**src/rtl/read_arbiter_pkg.sv**
```systemverilog
// Shared widths, AR request record, FSM state encoding and reset payload for read_arbiter.
package read_arbiter_pkg;

  localparam int ID_W   = 4;
  localparam int ADDR_W = 32;
  localparam int LEN_W  = 4;
  localparam int SIZE_W = 3;

  localparam logic [1:0]        BURST_INCR = 2'd1;
  localparam logic [SIZE_W-1:0] SIZE_WORD  = 3'd2;

  typedef struct packed {
    logic [ID_W-1:0]   id;
    logic [ADDR_W-1:0] addr;
    logic [LEN_W-1:0]  len;
    logic [SIZE_W-1:0] size;
    logic [1:0]        burst;
  } ar_req_t;

  typedef logic [1:0] arb_state_t;
  localparam arb_state_t ST_IDLE = 2'd0;
  localparam arb_state_t ST_ADDR = 2'd1;
  localparam arb_state_t ST_DATA = 2'd2;

  // Payload presented on an ungranted port: zeros except word size and INCR burst.
  function automatic ar_req_t ar_req_idle();
    ar_req_t r;
    r       = '0;
    r.size  = SIZE_WORD;
    r.burst = BURST_INCR;
    return r;
  endfunction

endpackage

```
**src/rtl/read_arbiter_if.sv**
```systemverilog
// Bus bundle around read_arbiter: master-side AR requests, read_fsm-facing AR grant, R monitor.
// Handshakes: a master AR transfer happens on a rising clk edge where MREQ_ARVALID_Mx and
// MREQ_ARREADY_Mx are both 1; an address transfer where ARVALID_Mx_IN and ARREADY_Mx are both 1;
// an R beat where RVALID_Mx and RREADY_Mx are both 1. Valid never depends on ready.
// Modport master is the arbiter's view, slave is the surrounding environment.
interface read_arbiter_if;
  import read_arbiter_pkg::*;

  logic [ID_W-1:0]   MREQ_ARID_M0,    MREQ_ARID_M1;
  logic [ADDR_W-1:0] MREQ_ARADDR_M0,  MREQ_ARADDR_M1;
  logic [LEN_W-1:0]  MREQ_ARLEN_M0,   MREQ_ARLEN_M1;
  logic [SIZE_W-1:0] MREQ_ARSIZE_M0,  MREQ_ARSIZE_M1;
  logic [1:0]        MREQ_ARBURST_M0, MREQ_ARBURST_M1;
  logic              MREQ_ARVALID_M0, MREQ_ARVALID_M1;
  logic              MREQ_ARREADY_M0, MREQ_ARREADY_M1;

  logic [ID_W-1:0]   ARID_M0,    ARID_M1;
  logic [ADDR_W-1:0] ARADDR_M0,  ARADDR_M1;
  logic [LEN_W-1:0]  ARLEN_M0,   ARLEN_M1;
  logic [SIZE_W-1:0] ARSIZE_M0,  ARSIZE_M1;
  logic [1:0]        ARBURST_M0, ARBURST_M1;
  logic              ARVALID_M0, ARVALID_M1;
  logic              ARVALID_M0_IN, ARVALID_M1_IN;
  logic              ARREADY_M0, ARREADY_M1;

  logic              RVALID_M0, RVALID_M1;
  logic              RREADY_M0, RREADY_M1;
  logic              RLAST_M0,  RLAST_M1;

  arb_state_t        dbg_state;
  logic [LEN_W:0]    dbg_beat_cnt;

  modport master (
    input  MREQ_ARID_M0, MREQ_ARID_M1, MREQ_ARADDR_M0, MREQ_ARADDR_M1,
           MREQ_ARLEN_M0, MREQ_ARLEN_M1, MREQ_ARSIZE_M0, MREQ_ARSIZE_M1,
           MREQ_ARBURST_M0, MREQ_ARBURST_M1, MREQ_ARVALID_M0, MREQ_ARVALID_M1,
    output MREQ_ARREADY_M0, MREQ_ARREADY_M1,
    output ARID_M0, ARID_M1, ARADDR_M0, ARADDR_M1, ARLEN_M0, ARLEN_M1,
           ARSIZE_M0, ARSIZE_M1, ARBURST_M0, ARBURST_M1,
           ARVALID_M0, ARVALID_M1, ARVALID_M0_IN, ARVALID_M1_IN,
    input  ARREADY_M0, ARREADY_M1,
    input  RVALID_M0, RVALID_M1, RREADY_M0, RREADY_M1, RLAST_M0, RLAST_M1,
    output dbg_state, dbg_beat_cnt
  );

  modport slave (
    output MREQ_ARID_M0, MREQ_ARID_M1, MREQ_ARADDR_M0, MREQ_ARADDR_M1,
           MREQ_ARLEN_M0, MREQ_ARLEN_M1, MREQ_ARSIZE_M0, MREQ_ARSIZE_M1,
           MREQ_ARBURST_M0, MREQ_ARBURST_M1, MREQ_ARVALID_M0, MREQ_ARVALID_M1,
    input  MREQ_ARREADY_M0, MREQ_ARREADY_M1,
    input  ARID_M0, ARID_M1, ARADDR_M0, ARADDR_M1, ARLEN_M0, ARLEN_M1,
           ARSIZE_M0, ARSIZE_M1, ARBURST_M0, ARBURST_M1,
           ARVALID_M0, ARVALID_M1, ARVALID_M0_IN, ARVALID_M1_IN,
    output ARREADY_M0, ARREADY_M1,
    output RVALID_M0, RVALID_M1, RREADY_M0, RREADY_M1, RLAST_M0, RLAST_M1,
    input  dbg_state, dbg_beat_cnt
  );

endinterface

```
**src/rtl/read_arbiter_ar_req_buf.sv**
```systemverilog
// Single-entry AR holding register: ready while empty, captures on valid&ready,
// emptied by the arbiter when the transaction using it is released.
module read_arbiter_ar_req_buf
  import read_arbiter_pkg::*;
(
  input  logic    clk,
  input  logic    rst,
  input  ar_req_t req_i,
  input  logic    valid_i,
  output logic    ready_o,
  input  logic    clr_i,
  output logic    vld_o,
  output ar_req_t req_o
);

  logic    vld_q, vld_d;
  ar_req_t req_q, req_d;

  // Capture only while empty; release wins, and ready stays low in the release cycle.
  always_comb begin
    vld_d = vld_q;
    req_d = req_q;
    if (clr_i) begin
      vld_d = 1'b0;
    end else if (valid_i && !vld_q) begin
      vld_d = 1'b1;
      req_d = req_i;
    end
  end

  // Entry registers.
  always_ff @(posedge clk or negedge rst) begin
    if (!rst) begin
      vld_q <= 1'b0;
      req_q <= '0;
    end else begin
      vld_q <= vld_d;
      req_q <= req_d;
    end
  end

  assign ready_o = ~vld_q;
  assign vld_o   = vld_q;
  assign req_o   = req_q;

endmodule

```
**src/rtl/read_arbiter.sv**
```systemverilog
// Round-robin AR arbiter in front of read_fsm: one buffered request per master, one grant
// at a time, grant held from address phase until the granted master's last R beat.
module read_arbiter
  import read_arbiter_pkg::*;
(
  input  logic          clk,
  input  logic          rst,
  read_arbiter_if.master bus
);

  ar_req_t req_in_0, req_in_1, buf_req_0, buf_req_1, out_req_0, out_req_1;
  logic    buf_vld_0, buf_vld_1, clr_0, clr_1;

  assign req_in_0 = '{id: bus.MREQ_ARID_M0, addr: bus.MREQ_ARADDR_M0, len: bus.MREQ_ARLEN_M0,
                      size: bus.MREQ_ARSIZE_M0, burst: bus.MREQ_ARBURST_M0};
  assign req_in_1 = '{id: bus.MREQ_ARID_M1, addr: bus.MREQ_ARADDR_M1, len: bus.MREQ_ARLEN_M1,
                      size: bus.MREQ_ARSIZE_M1, burst: bus.MREQ_ARBURST_M1};

  read_arbiter_ar_req_buf u_buf_0 (
    .clk(clk), .rst(rst), .req_i(req_in_0), .valid_i(bus.MREQ_ARVALID_M0),
    .ready_o(bus.MREQ_ARREADY_M0), .clr_i(clr_0), .vld_o(buf_vld_0), .req_o(buf_req_0)
  );

  read_arbiter_ar_req_buf u_buf_1 (
    .clk(clk), .rst(rst), .req_i(req_in_1), .valid_i(bus.MREQ_ARVALID_M1),
    .ready_o(bus.MREQ_ARREADY_M1), .clr_i(clr_1), .vld_o(buf_vld_1), .req_o(buf_req_1)
  );

  arb_state_t     state_q, state_d;
  logic           gnt_q, gnt_d;     // granted master, meaningful outside IDLE
  logic           prio_q, prio_d;   // master that wins a tie in IDLE
  logic [LEN_W:0] beat_cnt_q, beat_cnt_d;

  logic             g_arready, g_fire, g_last;
  logic [LEN_W-1:0] g_len;

  assign g_arready = gnt_q ? bus.ARREADY_M1 : bus.ARREADY_M0;
  assign g_fire    = gnt_q ? (bus.RVALID_M1 & bus.RREADY_M1) : (bus.RVALID_M0 & bus.RREADY_M0);
  assign g_last    = gnt_q ? bus.RLAST_M1 : bus.RLAST_M0;
  assign g_len     = gnt_q ? buf_req_1.len : buf_req_0.len;

  // Arbitration FSM: IDLE picks a master, ADDR waits for address accept, DATA counts beats.
  always_comb begin
    state_d    = state_q;
    gnt_d      = gnt_q;
    prio_d     = prio_q;
    beat_cnt_d = beat_cnt_q;
    clr_0      = 1'b0;
    clr_1      = 1'b0;
    case (state_q)
      ST_IDLE: begin
        if (buf_vld_0 && buf_vld_1) begin
          gnt_d   = prio_q;
          state_d = ST_ADDR;
        end else if (buf_vld_0) begin
          gnt_d   = 1'b0;
          state_d = ST_ADDR;
        end else if (buf_vld_1) begin
          gnt_d   = 1'b1;
          state_d = ST_ADDR;
        end
      end
      ST_ADDR: begin
        if (g_arready) state_d = ST_DATA;
      end
      ST_DATA: begin
        if (g_fire) begin
          // Count-based end guards against a slave that never raises RLAST.
          if (g_last || (beat_cnt_q == {1'b0, g_len})) begin
            state_d    = ST_IDLE;
            beat_cnt_d = '0;
            prio_d     = ~gnt_q;
            clr_0      = ~gnt_q;
            clr_1      = gnt_q;
          end else begin
            beat_cnt_d = beat_cnt_q + (LEN_W+1)'(1);
          end
        end
      end
      default: state_d = ST_IDLE;
    endcase
  end

  // FSM, grant, priority and beat counter registers.
  always_ff @(posedge clk or negedge rst) begin
    if (!rst) begin
      state_q    <= ST_IDLE;
      gnt_q      <= 1'b0;
      prio_q     <= 1'b0;
      beat_cnt_q <= '0;
    end else begin
      state_q    <= state_d;
      gnt_q      <= gnt_d;
      prio_q     <= prio_d;
      beat_cnt_q <= beat_cnt_d;
    end
  end

  // Grant levels and payload muxes are decoded purely from registered state.
  always_comb begin
    bus.ARVALID_M0    = (state_q != ST_IDLE) && !gnt_q;
    bus.ARVALID_M1    = (state_q != ST_IDLE) && gnt_q;
    bus.ARVALID_M0_IN = (state_q == ST_ADDR) && !gnt_q;
    bus.ARVALID_M1_IN = (state_q == ST_ADDR) && gnt_q;
    out_req_0         = bus.ARVALID_M0 ? buf_req_0 : ar_req_idle();
    out_req_1         = bus.ARVALID_M1 ? buf_req_1 : ar_req_idle();
  end

  assign bus.ARID_M0    = out_req_0.id;
  assign bus.ARADDR_M0  = out_req_0.addr;
  assign bus.ARLEN_M0   = out_req_0.len;
  assign bus.ARSIZE_M0  = out_req_0.size;
  assign bus.ARBURST_M0 = out_req_0.burst;
  assign bus.ARID_M1    = out_req_1.id;
  assign bus.ARADDR_M1  = out_req_1.addr;
  assign bus.ARLEN_M1   = out_req_1.len;
  assign bus.ARSIZE_M1  = out_req_1.size;
  assign bus.ARBURST_M1 = out_req_1.burst;

  assign bus.dbg_state    = state_q;
  assign bus.dbg_beat_cnt = beat_cnt_q;

endmodule
```
**src/flat_wrapper.sv**
```systemverilog
// flat-port wrapper written by rule: the top's interface ports become plain ports
module read_arbiter_flat import read_arbiter_pkg::*;
  (clk, rst, bus_MREQ_ARID_M0, bus_MREQ_ARID_M1, bus_MREQ_ARADDR_M0, bus_MREQ_ARADDR_M1, bus_MREQ_ARLEN_M0, bus_MREQ_ARLEN_M1, bus_MREQ_ARSIZE_M0, bus_MREQ_ARSIZE_M1, bus_MREQ_ARBURST_M0, bus_MREQ_ARBURST_M1, bus_MREQ_ARVALID_M0, bus_MREQ_ARVALID_M1, bus_MREQ_ARREADY_M0, bus_MREQ_ARREADY_M1, bus_ARID_M0, bus_ARID_M1, bus_ARADDR_M0, bus_ARADDR_M1, bus_ARLEN_M0, bus_ARLEN_M1, bus_ARSIZE_M0, bus_ARSIZE_M1, bus_ARBURST_M0, bus_ARBURST_M1, bus_ARVALID_M0, bus_ARVALID_M1, bus_ARVALID_M0_IN, bus_ARVALID_M1_IN, bus_ARREADY_M0, bus_ARREADY_M1, bus_RVALID_M0, bus_RVALID_M1, bus_RREADY_M0, bus_RREADY_M1, bus_RLAST_M0, bus_RLAST_M1, bus_dbg_state, bus_dbg_beat_cnt);
  read_arbiter_if bus_i ();
  input  logic clk;
  input  logic rst;
  input wire logic [$bits(bus_i.MREQ_ARID_M0)-1:0] bus_MREQ_ARID_M0;
  input wire logic [$bits(bus_i.MREQ_ARID_M1)-1:0] bus_MREQ_ARID_M1;
  input wire logic [$bits(bus_i.MREQ_ARADDR_M0)-1:0] bus_MREQ_ARADDR_M0;
  input wire logic [$bits(bus_i.MREQ_ARADDR_M1)-1:0] bus_MREQ_ARADDR_M1;
  input wire logic [$bits(bus_i.MREQ_ARLEN_M0)-1:0] bus_MREQ_ARLEN_M0;
  input wire logic [$bits(bus_i.MREQ_ARLEN_M1)-1:0] bus_MREQ_ARLEN_M1;
  input wire logic [$bits(bus_i.MREQ_ARSIZE_M0)-1:0] bus_MREQ_ARSIZE_M0;
  input wire logic [$bits(bus_i.MREQ_ARSIZE_M1)-1:0] bus_MREQ_ARSIZE_M1;
  input wire logic [$bits(bus_i.MREQ_ARBURST_M0)-1:0] bus_MREQ_ARBURST_M0;
  input wire logic [$bits(bus_i.MREQ_ARBURST_M1)-1:0] bus_MREQ_ARBURST_M1;
  input wire logic [$bits(bus_i.MREQ_ARVALID_M0)-1:0] bus_MREQ_ARVALID_M0;
  input wire logic [$bits(bus_i.MREQ_ARVALID_M1)-1:0] bus_MREQ_ARVALID_M1;
  output wire logic [$bits(bus_i.MREQ_ARREADY_M0)-1:0] bus_MREQ_ARREADY_M0;
  output wire logic [$bits(bus_i.MREQ_ARREADY_M1)-1:0] bus_MREQ_ARREADY_M1;
  output wire logic [$bits(bus_i.ARID_M0)-1:0] bus_ARID_M0;
  output wire logic [$bits(bus_i.ARID_M1)-1:0] bus_ARID_M1;
  output wire logic [$bits(bus_i.ARADDR_M0)-1:0] bus_ARADDR_M0;
  output wire logic [$bits(bus_i.ARADDR_M1)-1:0] bus_ARADDR_M1;
  output wire logic [$bits(bus_i.ARLEN_M0)-1:0] bus_ARLEN_M0;
  output wire logic [$bits(bus_i.ARLEN_M1)-1:0] bus_ARLEN_M1;
  output wire logic [$bits(bus_i.ARSIZE_M0)-1:0] bus_ARSIZE_M0;
  output wire logic [$bits(bus_i.ARSIZE_M1)-1:0] bus_ARSIZE_M1;
  output wire logic [$bits(bus_i.ARBURST_M0)-1:0] bus_ARBURST_M0;
  output wire logic [$bits(bus_i.ARBURST_M1)-1:0] bus_ARBURST_M1;
  output wire logic [$bits(bus_i.ARVALID_M0)-1:0] bus_ARVALID_M0;
  output wire logic [$bits(bus_i.ARVALID_M1)-1:0] bus_ARVALID_M1;
  output wire logic [$bits(bus_i.ARVALID_M0_IN)-1:0] bus_ARVALID_M0_IN;
  output wire logic [$bits(bus_i.ARVALID_M1_IN)-1:0] bus_ARVALID_M1_IN;
  input wire logic [$bits(bus_i.ARREADY_M0)-1:0] bus_ARREADY_M0;
  input wire logic [$bits(bus_i.ARREADY_M1)-1:0] bus_ARREADY_M1;
  input wire logic [$bits(bus_i.RVALID_M0)-1:0] bus_RVALID_M0;
  input wire logic [$bits(bus_i.RVALID_M1)-1:0] bus_RVALID_M1;
  input wire logic [$bits(bus_i.RREADY_M0)-1:0] bus_RREADY_M0;
  input wire logic [$bits(bus_i.RREADY_M1)-1:0] bus_RREADY_M1;
  input wire logic [$bits(bus_i.RLAST_M0)-1:0] bus_RLAST_M0;
  input wire logic [$bits(bus_i.RLAST_M1)-1:0] bus_RLAST_M1;
  output wire logic [$bits(bus_i.dbg_state)-1:0] bus_dbg_state;
  output wire logic [$bits(bus_i.dbg_beat_cnt)-1:0] bus_dbg_beat_cnt;
  assign bus_i.MREQ_ARID_M0 = bus_MREQ_ARID_M0;
  assign bus_i.MREQ_ARID_M1 = bus_MREQ_ARID_M1;
  assign bus_i.MREQ_ARADDR_M0 = bus_MREQ_ARADDR_M0;
  assign bus_i.MREQ_ARADDR_M1 = bus_MREQ_ARADDR_M1;
  assign bus_i.MREQ_ARLEN_M0 = bus_MREQ_ARLEN_M0;
  assign bus_i.MREQ_ARLEN_M1 = bus_MREQ_ARLEN_M1;
  assign bus_i.MREQ_ARSIZE_M0 = bus_MREQ_ARSIZE_M0;
  assign bus_i.MREQ_ARSIZE_M1 = bus_MREQ_ARSIZE_M1;
  assign bus_i.MREQ_ARBURST_M0 = bus_MREQ_ARBURST_M0;
  assign bus_i.MREQ_ARBURST_M1 = bus_MREQ_ARBURST_M1;
  assign bus_i.MREQ_ARVALID_M0 = bus_MREQ_ARVALID_M0;
  assign bus_i.MREQ_ARVALID_M1 = bus_MREQ_ARVALID_M1;
  assign bus_MREQ_ARREADY_M0 = bus_i.MREQ_ARREADY_M0;
  assign bus_MREQ_ARREADY_M1 = bus_i.MREQ_ARREADY_M1;
  assign bus_ARID_M0 = bus_i.ARID_M0;
  assign bus_ARID_M1 = bus_i.ARID_M1;
  assign bus_ARADDR_M0 = bus_i.ARADDR_M0;
  assign bus_ARADDR_M1 = bus_i.ARADDR_M1;
  assign bus_ARLEN_M0 = bus_i.ARLEN_M0;
  assign bus_ARLEN_M1 = bus_i.ARLEN_M1;
  assign bus_ARSIZE_M0 = bus_i.ARSIZE_M0;
  assign bus_ARSIZE_M1 = bus_i.ARSIZE_M1;
  assign bus_ARBURST_M0 = bus_i.ARBURST_M0;
  assign bus_ARBURST_M1 = bus_i.ARBURST_M1;
  assign bus_ARVALID_M0 = bus_i.ARVALID_M0;
  assign bus_ARVALID_M1 = bus_i.ARVALID_M1;
  assign bus_ARVALID_M0_IN = bus_i.ARVALID_M0_IN;
  assign bus_ARVALID_M1_IN = bus_i.ARVALID_M1_IN;
  assign bus_i.ARREADY_M0 = bus_ARREADY_M0;
  assign bus_i.ARREADY_M1 = bus_ARREADY_M1;
  assign bus_i.RVALID_M0 = bus_RVALID_M0;
  assign bus_i.RVALID_M1 = bus_RVALID_M1;
  assign bus_i.RREADY_M0 = bus_RREADY_M0;
  assign bus_i.RREADY_M1 = bus_RREADY_M1;
  assign bus_i.RLAST_M0 = bus_RLAST_M0;
  assign bus_i.RLAST_M1 = bus_RLAST_M1;
  assign bus_dbg_state = bus_i.dbg_state;
  assign bus_dbg_beat_cnt = bus_i.dbg_beat_cnt;
  read_arbiter u_core (.clk(clk), .rst(rst), .bus(bus_i));
endmodule
```
**config.mk**
```make
export PLATFORM = sky130hd
export DESIGN_NAME = read_arbiter_flat
export DESIGN_NICKNAME = d
export VERILOG_FILES = /design/src/rtl/read_arbiter_pkg.sv /design/src/rtl/read_arbiter_if.sv /design/src/rtl/read_arbiter_ar_req_buf.sv /design/src/rtl/read_arbiter.sv /design/src/flat_wrapper.sv
export SDC_FILE = /design/constraint.sdc
export NUM_CORES = 1
export LEC_CHECK = 0
export CORE_ASPECT_RATIO = 1.4
export CORE_UTILIZATION = 47
export DETAILED_ROUTE_END_ITERATION = 12
export PLACE_DENSITY = 0.86
export RECOVER_POWER = 25
export SLEW_MARGIN = 15
export SYNTH_ARGS = -nofsm -noshare
export SYNTH_HDL_FRONTEND = slang
export SYNTH_HIERARCHICAL = 1
export SYNTH_SLANG_ARGS = --single-unit
```
**constraint.sdc**
```tcl
create_clock -name clk -period 5.7 [get_ports clk]
set_input_delay 1.425 -clock clk [delete_from_list [all_inputs] [get_ports clk]]
set_output_delay 1.425 -clock clk [all_outputs]
set_load 0.02 [all_outputs]
```
Word level (Yosys, flattened, before mapping)

Index checks and enable logic that the tools add are counted.

Bits in latches: 0
Output and inout port bits: 103
Logic and storage cells: 80
Bits in registers: 101
Input port bits: 102
Bits in read-only memories: 0
Memories: 0
RAM bits: 0

Order comparisons: 0
Div/mod/pow operators: 0
Bitwise gates (word level): 7
Muxes and demuxes: 27
$mul: 0
Reductions and logical operators: 22
Shifts and indexed selects: 0
Equality and inequality tests: 7
Add/sub/neg operators: 1

Operators by type and width:

| operator                                              | number |
|---|---|
| two-way mux 45 bit                                    | 2 |
| two-way mux 1 bit                                     | 16 |
| two-way mux 2 bit                                     | 6 |
| AND reduction 2 bit                                   | 4 |
| logical AND 1 bit                                     | 7 |
| inequality test 2 x 1 -> 1 bit, second input constant | 3 |
| one-hot mux 2 bit (3 select lines)                    | 1 |
| nonzero test 2 bit                                    | 3 |
| adder 5 x 1 -> 5 bit, second input constant           | 1 |
| == test 5 x 4 -> 1 bit                                | 1 |
| two-way mux 5 bit                                     | 1 |
| NOT 1 bit                                             | 5 |
| two-way mux 4 bit                                     | 1 |
| inequality test 4 x 3 -> 1 bit, second input constant | 1 |
| AND reduction 4 bit                                   | 1 |
| logical NOT 1 bit                                     | 3 |
| AND reduction 3 bit                                   | 1 |
| nonzero test 3 bit                                    | 1 |
| AND 1 bit                                             | 2 |
| == test 2 x 1 -> 1 bit, second input constant         | 1 |
| == test 2 bit, second input constant                  | 1 |
| logical NOT 2 bit                                     | 1 |
| logical OR 1 bit                                      | 1 |

Depth between registers and ports, before layout

Depth after elaboration: 8
Mapped depth: 11
Depth with buffers taken out: 7

Hierarchy

The synthesis kept the hierarchy.

Modules (own cells, without submodules):

| module                  | times used | area each (µm²) | cells each | sequential area each (µm²) |
|---|---|---|---|---|
| read_arbiter_ar_req_buf | 2          | 1923.1          | 100        | 1151.1 |
| read_arbiter            | 1          | 1262.5          | 177        | 225.2 |

Least setup slack after synthesis

OpenSTA, ideal clock, no wires.

Path type: register -> output
From: register u_core.state_q[0], in the netlist u_core/bus.dbg_state[0]
To: output bus_ARADDR_M1[26]
Arrival: 1.704 ns
Required time: 4.275 ns
Path slack: 2.571 ns
Buffers on the path: 2
Cell stages (with the launch flop): 6
Cells stage by stage: dfrtp_1 > clkbuf_1 > nor2_1 > nor2b_1 > clkbuf_1 > and2_1

Cells in the longest elaborated chain, start to end: 3

Ends and longest elaborated chain:

| what                     | line                | source |
|---|---|---|
| from (decl)              | read_arbiter.sv:29  | `arb_state_t state_q, state_d;` |
| from (signal assigned)   | read_arbiter.sv:92  | `state_q <= state_d;` |
| nonzero test 2 bit       | read_arbiter.sv:102 | `bus.ARVALID_M1 = (state_q != ST_IDLE) && gnt_q;` |
| logical AND 1 bit        | read_arbiter.sv:102 |  |
| named net bus_ARVALID_M1 | flat_wrapper.sv:32  | `output wire logic [$bits(bus_i.ARVALID_M1)-1:0] bus_ARVALID_M1;` |
| two-way mux 45 bit       | read_arbiter.sv:106 | `out_req_1 = bus.ARVALID_M1 ? buf_req_1 : ar_req_idle();` |
| to (decl)                | flat_wrapper.sv:24  | `output wire logic [$bits(bus_i.ARADDR_M1)-1:0] bus_ARADDR_M1;` |

The timed path passes the listed nets, and every way through them passes these cells.

==> results.ini <==
[hold_path]
hp-start = u_core/u_buf_1/req_o[0]
min_to = u_core/u_buf_1/req_o[0]
hold_path_class = reg2reg
worstHoldPathCells = 1

[placement]
portBuffers = 204
gp_congestion = 0.798
dp_slack_ns = 1.42
dpl.hpwl_mm = 8.65
place_area_mm2 = 0.00711

[timing]
timing.fmax_mhz = 233
slew_headroom = -0.859
skew_ns = 0.00664
layout_setup_ws_ns = 1.41
tns_ns = 0
period_needed_ns = 4.29
setup_viol = 0
whs_ns = 0.500
hold_viol = 0
worst_pin_slew_ns = 2.79
grt_setup_unrepaired = no
post-route-period-util = 0.753
drv_slew = 54

[power]
ir_worst_vdd_mv = 0.273
powerDensity_mw_per_mm2 = 541
pwr-share-comb = 0.509
p_int_uw = 2650
p_sw_uw = 1380
fin_total_pwr_uw = 4040
seqPwrFrac = 0.323
p_leak_uw = 0.00319
switching_share = 0.343
power_frac_clock = 0.167

[worst_setup_path]
path_class = in2async
worst-r2r-cell-count = 8
r2r_slack_ns = 2.12
start_kind = input pin
critPathMaxFanout = 53
critPathBufInv = 2
critPathRequiredTime_ns = 5.97
path_cells = clkbuf_1, clkbuf_2
cp-end-kind = asynchronous set/reset pin
crit_family = buffers and inverters
crit_arrival_ns = 4.57
r2r_start = u_core/gnt_q
slowest_delay_ns = 1.94
crit_cells = 2
cpMaxStageDelayCell = clkbuf_1
r2r_end = u_core/u_buf_1/req_o[38]

[routing]
drt-total-wl_mm = 11.8
drt-initial-drc-count = 95
vias = 3533
ant_nets = 0
dr.pass1.iters = 4
drcViolationCount = 0
wl_per_cell_um = 16.6
viasPerCell = 4.95

[global_routing]
grt_max_degree = 54
grt_antenna_before_repair = 0
grt_pass1_wl_mm = 19.4
overflow = 0
gr-usage-all-layers = 0.217
grt_pass1_vias = 3863

[yosys]
synth_cells = 377
synth_nets = 480
yosys_warnings = 6
async_flop_share = 1.00
synth-edff-count = 0
ys.flop_type = dfrtp_1
avgSynthCellArea_um2 = 13.6
yosysSeqAreaShare = 0.495
synth_cell_type_count = 34
synthTopCellsByArea = dfrtp_1, mux2_4, and2_1
synthMostInstantiatedCell = dfrtp_1
synth.top_cell.area_share = 0.495
ys_top_cells_by_count = dfrtp_1, mux2_4, and2_1
synth_top_cell_by_area = dfrtp_1
synth_area_mm2 = 0.00511
ys_seq_elements = 101

[cells_and_area]
diodes = 0
drive_above_1_share = 0.201
areaGrowthSynthToFinish_pct = 46.0
final_cell_area_mm2 = 0.00746
nFillCells = 743
nNetsFinal = 674

[floorplanning]
die_area_mm2 = 0.0113
start_util = 0.488
die_width_um = 90.1
rows = 44
ios = 205
die_h_um = 125
core-area_mm2 = 0.0105

[outcome]
failed_checks = max-capacitance violations, max-slew violations
status = finished, violations left

[cts]
cts_made_buffers = 9
cts_tree = built
clock_latency_ns = 0.34
clockBufferDepth = 2
cts.sinks = 101
root_buffer = clkbuf_16
htree_num_levels = 3
post_cts_resized = 0
clk_pin_slew_worst_paths_ns = 0.06
postCtsSetupBuffers = 0
hold_buffers = 0

[run]
maxCapViolations = 1

how the worst max path moves through the flow:
| stage | start | endpoint | slack [ns] |
|---|---|---|---|
| after global placement | u_core/gnt_q | bus_ARADDR_M1[28] | 1.57 |
| after floorplan | u_core/bus.dbg_state[0] | bus_ARADDR_M1[26] | 2.57 |
| after detailed placement | u_core/gnt_q | bus_ARADDR_M1[24] | 1.42 |
| final | rst | u_core/u_buf_1/req_o[35] | 1.41 |
| after global routing | rst | u_core/u_buf_0/req_o[41] | 0.67 |
| after CTS | u_core/gnt_q | bus_ARADDR_M1[24] | 1.05 |
state kept, by name (all words and copies together), names as in the netlist:
name,count
u_core/prio_q,1
u_core/u_buf_0/vld_o,1
u_core/u_buf_1/req_o,45
u_core/u_buf_1/vld_o,1
u_core/gnt_q,1
u_core/bus.dbg_beat_cnt,5
u_core/bus.dbg_state,2
u_core/u_buf_0/req_o,45
power groups by stage:
| stage | clock network [uW] | registers [uW] | logic, uW |
|---|---|---|---|
| 2_1_floorplan | 0 | 1220 | 1310 |
| 3_3_place_gp | 0 | 1290 | 2010 |
| 3_5_place_dp | 0 | 1310 | 2060 |
| 4_1_cts | 696 | 1310 | 2070 |
| 5_1_grt | 723 | 1350 | 2190 |
| 6_report | 676 | 1310 | 2060 |
layer usage:
metal,part of all wire,track usage,up-vias
met5,0,0,-
met4,0.024,0.0958,0
met3,0.052,0.0438,22
met2,0.53,0.387,137
met1,0.40,0.251,1725
li1,-,-,1649
area by class of cell:
class | count | area, um2 | share of cell area
clock buffers | 13 | 280 | 0.0376
clock inverters | 3 | 65.1 | 0.00872
inverters | 2 | 7.51 | 0.00101
multi-input cells | 250 | 2350 | 0.315
flip-flops and latches | 101 | 2530 | 0.339
well taps | 138 | 173 | 0.0232
repair buffers | 207 | 2060 | 0.276
cell usage in the layout, fill, tap and decap left out, types with 2 or more instances in the layout:
master / netlist / routed
clkdlybuf4s50_1: 0 / 202
dfrtp_1: 101 / 101
mux2_4: 80 / 80
and2_1: 79 / 79
nor2_1: 15 / 14
nand2_1: 11 / 11
mux2_2: 11 / 11
clkbuf_16: 0 / 9
a21oi_1: 7 / 7
mux2i_1: 6 / 6
o21ai_0: 6 / 6
nor3b_1: 5 / 5
clkbuf_8: 0 / 4
nand2b_1: 3 / 3
nand3_1: 3 / 3
xnor2_1: 3 / 3
bufinv_16: 0 / 2
or3_1: 2 / 2
nand3b_1: 2 / 2
nor3_1: 2 / 2
inv_1: 2 / 2
nor3b_4: 0 / 2
buf_4: 0 / 2
metrics by stage:
stage | instances | utilization
final | 714 | 0.713
after global routing | 714 | 0.713
after CTS | 714 | 0.713
after detailed placement | 698 | 0.680
after global placement | 698 | 0.680
after floorplan | 377 | -
kinds of logic (layout without fill, tap and decap cells):
kind of cell / after synthesis / in the layout / synth area share
flip-flops: 101 / 101 / 0.495
AO/OA/AOI/OAI: 18 / 18 / 0.0203
adder cells (fa/ha/maj): 1 / 1 / 0.00245
AND/OR/NAND/NOR: 131 / 131 / 0.156
buffers and inverters: 26 / 225 / 0.0507
XOR/XNOR: 3 / 3 / 0.00514
multiplexers: 97 / 97 / 0.271
Power figures use the tool's default switching activity.
